`src/rtl/wb_ahb_pkg.sv`:
```
// Shared types and constants for the Wishbone-to-AHB-Lite bridge.
// The ST_DRAIN state exists only when WB_AHB_TIMEOUT_EN is defined.
package wb_ahb_pkg;

  typedef enum logic [2:0] {
    ST_IDLE,
    ST_ADDR,
    ST_DATA,
    ST_ACK
`ifdef WB_AHB_TIMEOUT_EN
    , ST_DRAIN
`endif
  } state_e;

  localparam logic [1:0]  HTRANS_IDLE   = 2'b00;
  localparam logic [1:0]  HTRANS_NONSEQ = 2'b10;

  localparam logic [2:0]  HSIZE_BYTE    = 3'b000;
  localparam logic [2:0]  HSIZE_HALF    = 3'b001;
  localparam logic [2:0]  HSIZE_WORD    = 3'b010;

  localparam logic [2:0]  HBURST_SINGLE = 3'b000;

  localparam logic [31:0] ERR_DATA      = 32'hBAD0_0BAD;
  localparam logic [31:0] TIMEOUT_DATA  = 32'hDEAD_0001;

  function automatic logic window_hit(input logic [31:0] adr,
                                      input logic [31:0] base,
                                      input logic [31:0] mask);
    return (adr & mask) == base;
  endfunction

endpackage

```
`src/rtl/wb_ahb_size_decode.sv`:
```
// Maps Wishbone byte selects to an AHB transfer size and low address bits;
// any pattern that is not a word, aligned halfword or single byte is illegal.
module wb_ahb_size_decode
  import wb_ahb_pkg::*;
(
  input  logic [3:0] sel,
  output logic       legal,
  output logic [2:0] hsize,
  output logic [1:0] addr_lo
);

  always_comb begin
    // NOTE: defaults first so every path assigns every output; no latch.
    legal   = 1'b1;
    hsize   = HSIZE_WORD;
    addr_lo = 2'b00;
    case (sel)
      4'b1111: hsize = HSIZE_WORD;
      4'b0011: hsize = HSIZE_HALF;
      4'b1100: begin hsize = HSIZE_HALF; addr_lo = 2'b10; end
      4'b0001: hsize = HSIZE_BYTE;
      4'b0010: begin hsize = HSIZE_BYTE; addr_lo = 2'b01; end
      4'b0100: begin hsize = HSIZE_BYTE; addr_lo = 2'b10; end
      4'b1000: begin hsize = HSIZE_BYTE; addr_lo = 2'b11; end
      default: legal = 1'b0;
    endcase
  end

endmodule

```
`src/rtl/wb_ahb_bridge.sv`:
```
// Wishbone-classic slave to AHB-Lite master: one SINGLE transfer per Wishbone cycle.
// Define WB_AHB_TIMEOUT_EN to bound the AHB data phase and add the DRAIN state.
module wb_ahb_bridge
  import wb_ahb_pkg::*;
#(
  parameter logic [31:0] WB_BASE        = 32'h3000_0000,
  parameter logic [31:0] WB_MASK        = 32'hFFF0_0000,
  parameter logic [31:0] AHB_BASE       = 32'h8000_0000,
  parameter int          TIMEOUT_CYCLES = 256
) (
  input  logic        wb_clk_i,
  input  logic        wb_rst_i,
  input  logic        wbs_stb_i,
  input  logic        wbs_cyc_i,
  input  logic        wbs_we_i,
  input  logic [3:0]  wbs_sel_i,
  input  logic [31:0] wbs_adr_i,
  input  logic [31:0] wbs_dat_i,
  output logic        wbs_ack_o,
  output logic [31:0] wbs_dat_o,
  output logic [31:0] HADDR,
  output logic [1:0]  HTRANS,
  output logic        HWRITE,
  output logic [2:0]  HSIZE,
  output logic [2:0]  HBURST,
  output logic [31:0] HWDATA,
  input  logic [31:0] HRDATA,
  input  logic        HREADY,
  input  logic        HRESP,
  output logic        bus_err_o
);

  if (TIMEOUT_CYCLES < 1) begin : g_bad_cfg
    $error("TIMEOUT_CYCLES must be at least 1");
  end

  state_e      state;
  logic        legal;
  logic [2:0]  dec_size;
  logic [1:0]  dec_lo;
  logic        hit;
  logic [31:2] ahb_word;
  logic [31:0] wdata_q;

  wb_ahb_size_decode u_size_decode (
    .sel     (wbs_sel_i),
    .legal   (legal),
    .hsize   (dec_size),
    .addr_lo (dec_lo)
  );

  assign hit      = window_hit(wbs_adr_i, WB_BASE, WB_MASK);
  assign ahb_word = AHB_BASE[31:2] | (wbs_adr_i[31:2] & ~WB_MASK[31:2]);
  assign HBURST   = HBURST_SINGLE;

`ifdef WB_AHB_TIMEOUT_EN
  localparam int CNT_W = ($clog2(TIMEOUT_CYCLES) < 8) ? 8 : $clog2(TIMEOUT_CYCLES);
  logic [CNT_W-1:0] to_cnt;
`endif

  // NOTE: all state and outputs update with non-blocking assignments so every
  // register samples pre-edge values regardless of statement order.
  always_ff @(posedge wb_clk_i) begin
    if (wb_rst_i) begin
      state     <= ST_IDLE;
      wbs_ack_o <= 1'b0;
      wbs_dat_o <= '0;
      bus_err_o <= 1'b0;
      HADDR     <= '0;
      HTRANS    <= HTRANS_IDLE;
      HWRITE    <= 1'b0;
      HSIZE     <= HSIZE_WORD;
      HWDATA    <= '0;
      wdata_q   <= '0;
`ifdef WB_AHB_TIMEOUT_EN
      to_cnt    <= '0;
`endif
    end else begin
      // Ack and error are single-cycle pulses unless a branch below raises them.
      wbs_ack_o <= 1'b0;
      bus_err_o <= 1'b0;
      case (state)
        ST_IDLE: begin
          if (wbs_stb_i && wbs_cyc_i) begin
            if (!hit || !legal) begin
              state     <= ST_ACK;
              wbs_ack_o <= 1'b1;
              bus_err_o <= 1'b1;
              wbs_dat_o <= '0;
            end else begin
              state   <= ST_ADDR;
              HTRANS  <= HTRANS_NONSEQ;
              HADDR   <= {ahb_word, dec_lo};
              HWRITE  <= wbs_we_i;
              HSIZE   <= dec_size;
              wdata_q <= wbs_dat_i;
            end
          end
        end

        ST_ADDR: begin
          if (HREADY) begin
            state  <= ST_DATA;
            HTRANS <= HTRANS_IDLE;
            HWDATA <= wdata_q;
`ifdef WB_AHB_TIMEOUT_EN
            to_cnt <= '0;
`endif
          end
        end

        ST_DATA: begin
          // An error is taken on its first cycle, before the slave raises HREADY.
          if (HRESP) begin
            state     <= ST_ACK;
            wbs_ack_o <= 1'b1;
            bus_err_o <= 1'b1;
            wbs_dat_o <= ERR_DATA;
          end else if (HREADY) begin
            state     <= ST_ACK;
            wbs_ack_o <= 1'b1;
            wbs_dat_o <= HWRITE ? '0 : HRDATA;
          end
`ifdef WB_AHB_TIMEOUT_EN
          else if (to_cnt == CNT_W'(TIMEOUT_CYCLES - 1)) begin
            state     <= ST_DRAIN;
            wbs_ack_o <= 1'b1;
            bus_err_o <= 1'b1;
            wbs_dat_o <= TIMEOUT_DATA;
          end else begin
            to_cnt <= to_cnt + 1'b1;
          end
`endif
        end

        ST_ACK: state <= ST_IDLE;

`ifdef WB_AHB_TIMEOUT_EN
        // The abandoned data phase must finish before a new address phase starts.
        ST_DRAIN: begin
          if (HREADY) state <= ST_IDLE;
        end
`endif

        default: state <= ST_IDLE;
      endcase
    end
  end

endmodule

```
`config.mk`:
```
export PLATFORM = sky130hd
export DESIGN_NAME = wb_ahb_bridge
export DESIGN_NICKNAME = d
export VERILOG_FILES = /design/src/rtl/wb_ahb_pkg.sv /design/src/rtl/wb_ahb_size_decode.sv /design/src/rtl/wb_ahb_bridge.sv
export SDC_FILE = /design/constraint.sdc
export NUM_CORES = 1
export LEC_CHECK = 0
export CORE_MARGIN = 2
export CORE_UTILIZATION = 56
export DETAILED_ROUTE_END_ITERATION = 8
export DONT_BUFFER_PORTS = 1
export GPL_TIMING_DRIVEN = 0
export HOLD_SLACK_MARGIN = 0.12
export PLACE_DENSITY_LB_ADDON = 0.1
export SYNTH_ARGS = -nofsm -noshare
export SYNTH_HDL_FRONTEND = slang
export SYNTH_SLANG_ARGS = --single-unit
```
`constraint.sdc`:
```
create_clock -name wb_clk_i -period 2 [get_ports wb_clk_i]
set_clock_uncertainty 0.2 [all_clocks]
set_input_delay 0.5 -clock wb_clk_i [delete_from_list [all_inputs] [get_ports wb_clk_i]]
set_output_delay 0.5 -clock wb_clk_i [all_outputs]
set_load 0.005 [all_outputs]
```
==> flow_metrics.py <==
metrics = {
    "cts": {
        "cts_tree": "done",
        "path_clk_slew_ns": 0.06,
        "clkLatencyLatePin_ns": 0.51,
        "h-tree-depth": 4,
        "cts_sinks": 125,
        "max-clock-path-buffers": 2,
        "cts_root_buf": "clkbuf_8",
        "numCtsBuffers": 17,
    },
    "placed_design": {
        "portBuffers": 0,
        "dp_hpwl_mm": 8.710,
        "dpl_cell_area_um2": 5319,
        "gp_congestion": 0.8003,
        "dp_cells": 667,
        "pre_cts_ws_ns": -0.3855,
    },
    "global_route": {
        "track_usage": 0.2744,
        "overflow": 0,
        "grt_max_degree": 17,
        "antenna_found_initial": 0,
        "grt_pass1_wl_mm": 21.52,
        "grt_pass1_vias": 4460,
    },
    "setup_path": {
        "critPathKind": "reg2reg",
        "r2r_start": "state[1]",
        "arrival_ns": 2.21,
        "crit_chain": "inv_4 > ha_4 > nand3_4 > a211oi_4 > buf_6 > buf_6 > buf_12 > mux2i_2 > nor2_1",
        "cp.required_ns": 2.18,
        "path_common_cell": "buf_6",
        "endpoint_kind": "register",
        "slowest_stage": "dfxtp_4",
        "critical-path-max-stage-delay_ns": 0.36,
        "crit_path_start_kind": "register",
        "critPathLaunch": "state[1]",
        "critPathMaxFanout": 6,
    },
    "sta": {
        "rsz0062_at_grt": "true",
        "fin_crit_sh": 1.013,
        "fin_hold_ws_ns": 0.1106,
        "drv_slew": 0,
        "worst_slack_ns": -0.02549,
        "slew_headroom": 0.5394,
        "max_freq_ghz": 0.4937,
        "period_minus_slack_ns": 2.025,
        "tightest_slew_ns": 0.6909,
        "setup_viol": 3,
        "hold_viol": 0,
    },
    "outcome": {
        "violations": "negative setup slack",
        "status": "finished, violations left",
    },
    "cells_and_area": {
        "nets": 794,
        "final_cell_count_no_fill": 804,
        "nFillCells": 561,
        "diodes": 0,
        "final_cell_area_um2": 7122,
        "final_layout_size_suffix_gt1_frac": 0.1796,
        "layout_commonest_cell": "dfxtp_1",
        "mostFrequentLayoutCells": "dfxtp_1 (123), dlygate4sd3_1 (91), nand2_1 (84)",
        "syn_to_final_growth_pct": 39.92,
    },
    "power_and_ir_drop": {
        "finalPower_uw": 7758,
        "power_leakage_uw": 0.002588,
        "vdd_drop_max_uv": 711.2,
        "power_density_nw_per_um2": 1089,
    },
    "die": {
        "ioPinCount": 214,
        "die_h_um": 99.34,
        "die_x_um": 99.34,
        "start_util": 0.5808,
        "design.core.area_um2": 8763,
        "fp.dieArea_um2": 9867,
        "rows": 34,
    },
    "routing": {
        "dr_total_vias": 4377,
        "wirelength_mm": 14.06,
        "ant_nets": 0,
        "vias_per_cell": 5.444,
        "post-route-drc-count": 0,
        "wl_per_cell_um": 17.49,
        "drt-pass1-iter-count": 4,
        "drt_iter0_drc": 129,
    },
    "logic_synthesis": {
        "yosysTopAreaCell": "dfxtp_1",
        "avgSynthCellArea_um2": 9.356,
        "ys.warnings.count": 0,
        "syn-instance-count": 544,
        "syn_area_um2": 5090,
        "synth-seq-cells": 125,
        "yosys-top-cells-area": "dfxtp_1 (49%), mux2i_1 (14%), a21oi_1 (6.8%)",
        "yosysTopAreaCellShare": 0.4916,
        "ys_seq_area_frac": 0.4916,
        "synthDistinctLibCells": 39,
    },
    "worst_hold_path": {
        "hp-class": "in2reg",
        "hp-start": "wbs_stb_i",
    },
    "flow_run": {
        "maxCapViolCount": 0,
    },
}
## power breakdown
| group | internal [uW] | switching [uW] | total (uW) |
|---|---|---|---|
| combinational | 964 | 1090 | 2050 |
| sequential | 2700 | 173 | 2870 |
| clock | 1670 | 1170 | 2830 |
| total | 5330 | 2430 | 7760 |
## layer usage
metal  track usage  share of wire
met5             0              0
met4        0.1054          0.020
met3       0.09909          0.089
met2        0.4844           0.50
met1        0.3009           0.39
## per-stage QoR
stage / TNS, ns / utilization
final: -0.04553 / 0.8127
after floorplan: -3.663 / -
after global routing: -1.836 / 0.8127
after CTS: -0.02873 / 0.7866
after detailed placement: -30.90 / 0.6069
after global placement: -25.39 / 0.6069
## cells by family after synthesis
kind of cell,after synthesis,synth area share
and+or+nand+nor,183,0.1590
DFF,125,0.4916
AOI/OAI and AO/OA,100,0.1310
muxes,71,0.1396
buffers and inverters,59,0.06637
adders and majority gates,4,0.009833
other,1,0.0007368
xor gates and xnor gates,1,0.001721
## cell type report
cell class / instances / area, um2 / share of cell area
Clock buffer: 18 / 417.9 / 0.05868
Sequential cell: 125 / 2507 / 0.3521
Multi-Input combinational cell: 375 / 2431 / 0.3414
Clock inverter: 14 / 136.4 / 0.01915
Buffer: 52 / 386.6 / 0.05429
Tap cell: 108 / 135.1 / 0.01897
Inverter: 5 / 22.52 / 0.003162
Timing Repair Buffer: 107 / 1085 / 0.1523
## worst paths after layout
path | cells past startpoint | endpoint | slack, ns
max | 9 | wdata_q[6] | -0.03
min | 3 | wbs_ack_o | 0.11
max reg2reg | 9 | wdata_q[6] | -0.03
min reg2reg | 2 | HWDATA[31] | 0.26
## registers in the layout, indices dropped and copies added, names as in the netlist
name and flops:
HSIZE 2, HADDR 21, HTRANS 1, HWDATA 32, wdata_q 32, wbs_ack_o 1
wbs_dat_o 32, bus_err_o 1, state 2, HWRITE 1
## worst max-delay path: cells and delay by family, from the launching register on
family / cells / cell delay (ns)
muxes: 1 / 0.23
DFF: 1 / 0.36
adders and majority gates: 1 / 0.16
buffers and inverters: 4 / 0.50
and+or+nand+nor: 2 / 0.14
AOI/OAI and AO/OA: 1 / 0.30
## cells in the mapped netlist, drive strengths merged
master,number
a21oi,69
nor4,2
nor3b,3
o21ai,4
conb,1
a211o,3
clkbuf,27
nor2,60
a32oi,1
or4,1
dfxtp,125
a211oi,20
o211a,1
buf,27
clkinv,1
a221oi,1
inv,4
and3,1
and4bb,1
nand3,2
o21bai,1
nor3,4
nor2b,3
nand2b,17
and2,4
mux2i,71
ha,4
xnor2,1
nand2,84
or3,1
## repair_timing
action | in CTS | in global routing
setup endpoints to repair | 94 | 118
endpoints found under the hold margin | 90 | 1
pin swaps | 2 | 5
resized for setup | 20 | 44
setup buffers | 6 | 9
hold buffers | 90 | 1
cloned | 0 | 2
(Power assumes the default switching activity.)
==> patch (config.mk and constraints unchanged) <==
Add a define of `WB_AHB_TIMEOUT_EN`.
--- a/src/rtl/wb_ahb_pkg.sv
+++ b/src/rtl/wb_ahb_pkg.sv
@@ -1,5 +1,7 @@
 // Shared types and constants for the Wishbone-to-AHB-Lite bridge.
 // The ST_DRAIN state exists only when WB_AHB_TIMEOUT_EN is defined.
+`define WB_AHB_TIMEOUT_EN
+
 package wb_ahb_pkg;
 
   typedef enum logic [2:0] {
Check against the original RTL: same outputs for any inputs over 4 cycles, from zero or initial values and one cycle with wb_rst_i high; that may be too few to reach the edited logic, so the function may still have changed.
==> patch against the original RTL <==
  * The run still ends with negative setup slack left
  * First-iteration DRC count is 47% higher
  * Synthesized cell count is 2.4% higher
  * Final area is 4.1% higher
  * Synthesized area is 3.0% higher
  * Cell count is 2.2% higher
  * Sequential cell count is 9 higher
  * Setup slack worse by 0.28 ns
  * Wire length is 6.0% higher
Power is not compared: it rests on default switching activity, and its combinational part moved more than twofold at a synthesized area within 25%.
==> patch: results (changes against the original RTL) <==
| Metric | Value |
|---|---|
| Status | `complete, but fails checks (unchanged)` |
| Violated checks | `negative setup slack (unchanged)` |
| Placed Area | `5540 µm² (was 5320 µm²)` |
| Starting DRT DRC Count | `190 (was 129)` |
| Final wirelength | `14900 µm (was 14100 µm)` |
| Gr usage total | `0.284 (was 0.274)` |
| First-pass GRT wire length | `22400 µm (was 21500 µm)` |
| Signal buffers | `162 (was 159)` |
| Buffering overhead | `0.208 (was 0.207)` |
| Post-synth cell types | `54 (was 39)` |
| Fillers | `553 (was 561)` |
| Via/cell ratio | `5.63 (was 5.44)` |
| Synth Area in XOR/XNOR | `0.00334 (was 0.00172)` |
| Num rows | `35 (was 34)` |
| Vias in the first global route | `4554 (was 4460)` |
| Detailed Place HPWL | `8970 µm (was 8710 µm)` |
| Slowest-stage cell, CP | `or4_4 (was dfxtp_4)` |
| Final WS setup | `-0.306 ns (was -0.0255 ns)` |
| Layout cells sized above 1 | `0.169 (was 0.180)` |
| Crit-path max FO | `8 (was 6)` |
| Post-synthesis compound-gate area fraction | `0.160 (was 0.131)` |
| Register area | `2690 µm² (was 2510 µm²)` |
| Tightest Pin Transition | `0.914 ns (was 0.691 ns)` |
| CP delay by family, top | `simple AND/OR/NAND/NOR gates (was buffers and inverters)` |
| Synth Area in Adders | `0.00239 (was 0.00983)` |
| Post-synth top cells | `dfxtp_1 (134), nand2_1 (71), nor2_1 (68) (was dfxtp_1 (125), nand2_1 (84), mux2i_1 (71))` |
| Mux share of post-synthesis cell area | `0.101 (was 0.140)` |
| Post-route insts no fill | `822 (was 804)` |
| Placed instance count | `683 (was 667)` |
| Tot Pwr | `roughly 6600 µW` |
| Sequential cell area share | `0.363 (was 0.352)` |
| Setup violators final | `98 (was 3)` |
## patch: cell count changes after synthesis, sizes merged, moves of 8 or more
cell / unedited run / this run
dfxtp: 125 / 134
mux2i: 71 / 53
o21ai: 4 / 17
a21oi: 69 / 55
o2bb2ai: 0 / 10
nor2: 60 / 68
nand2: 84 / 71
nand2b: 17 / 8
a22o: 0 / 10
## patch: what timing repair did
action,4_1_cts,5_1_grt
buffers inserted,17,2
resized for setup,27,16
endpoints found under the setup margin,119,129
cloned,3,1
pin swaps,5,8
hold endpoints to repair,88,0
hold buffers,89,0
## patch: routing by layer
metal	part of all wire	up-vias	global-route usage	wire, µm
met5	0	-	0	0
met4	0.019	0	0.0906	289
met3	0.075	30	0.109	1120
met2	0.52	185	0.495	7760
met1	0.39	2215	0.319	5740
li1	-	2194	-	-
## patch: cell families after synthesis
| group | count (synthesis) |
|---|---|
| buffers and inverters | 59 |
| multiplexers | 53 |
| other | 1 |
| XOR/XNOR | 2 |
| AO/OA/AOI/OAI | 126 |
| flip-flops | 134 |
| AND/OR/NAND/NOR | 181 |
| adder cells (fa/ha/maj) | 1 |
## patch: worst paths after layout
kind                                 start                        to  slack (ns)  cells past startpoint
setup / recovery     state[0]$_SDFFE_PP0P_  wdata_q[14]$_SDFFE_PP0P_       -0.31                      7
hold / removal                   wbs_cyc_i      bus_err_o$_SDFF_PP0_        0.13                      4
setup reg to reg     state[0]$_SDFFE_PP0P_  wdata_q[14]$_SDFFE_PP0P_       -0.31                      7
hold reg to reg   wdata_q[15]$_SDFFE_PP0P_   HWDATA[15]$_SDFFE_PP0P_        0.26                      2
## patch: worst register-to-register path, cell delays in order, from the launching register on
cell      delay [ns]
dfxtp_4         0.35
or4_4           0.54
a311oi_4        0.32
buf_6           0.19
buf_12          0.14
buf_12          0.15
mux2i_4         0.25
nor2_1          0.06
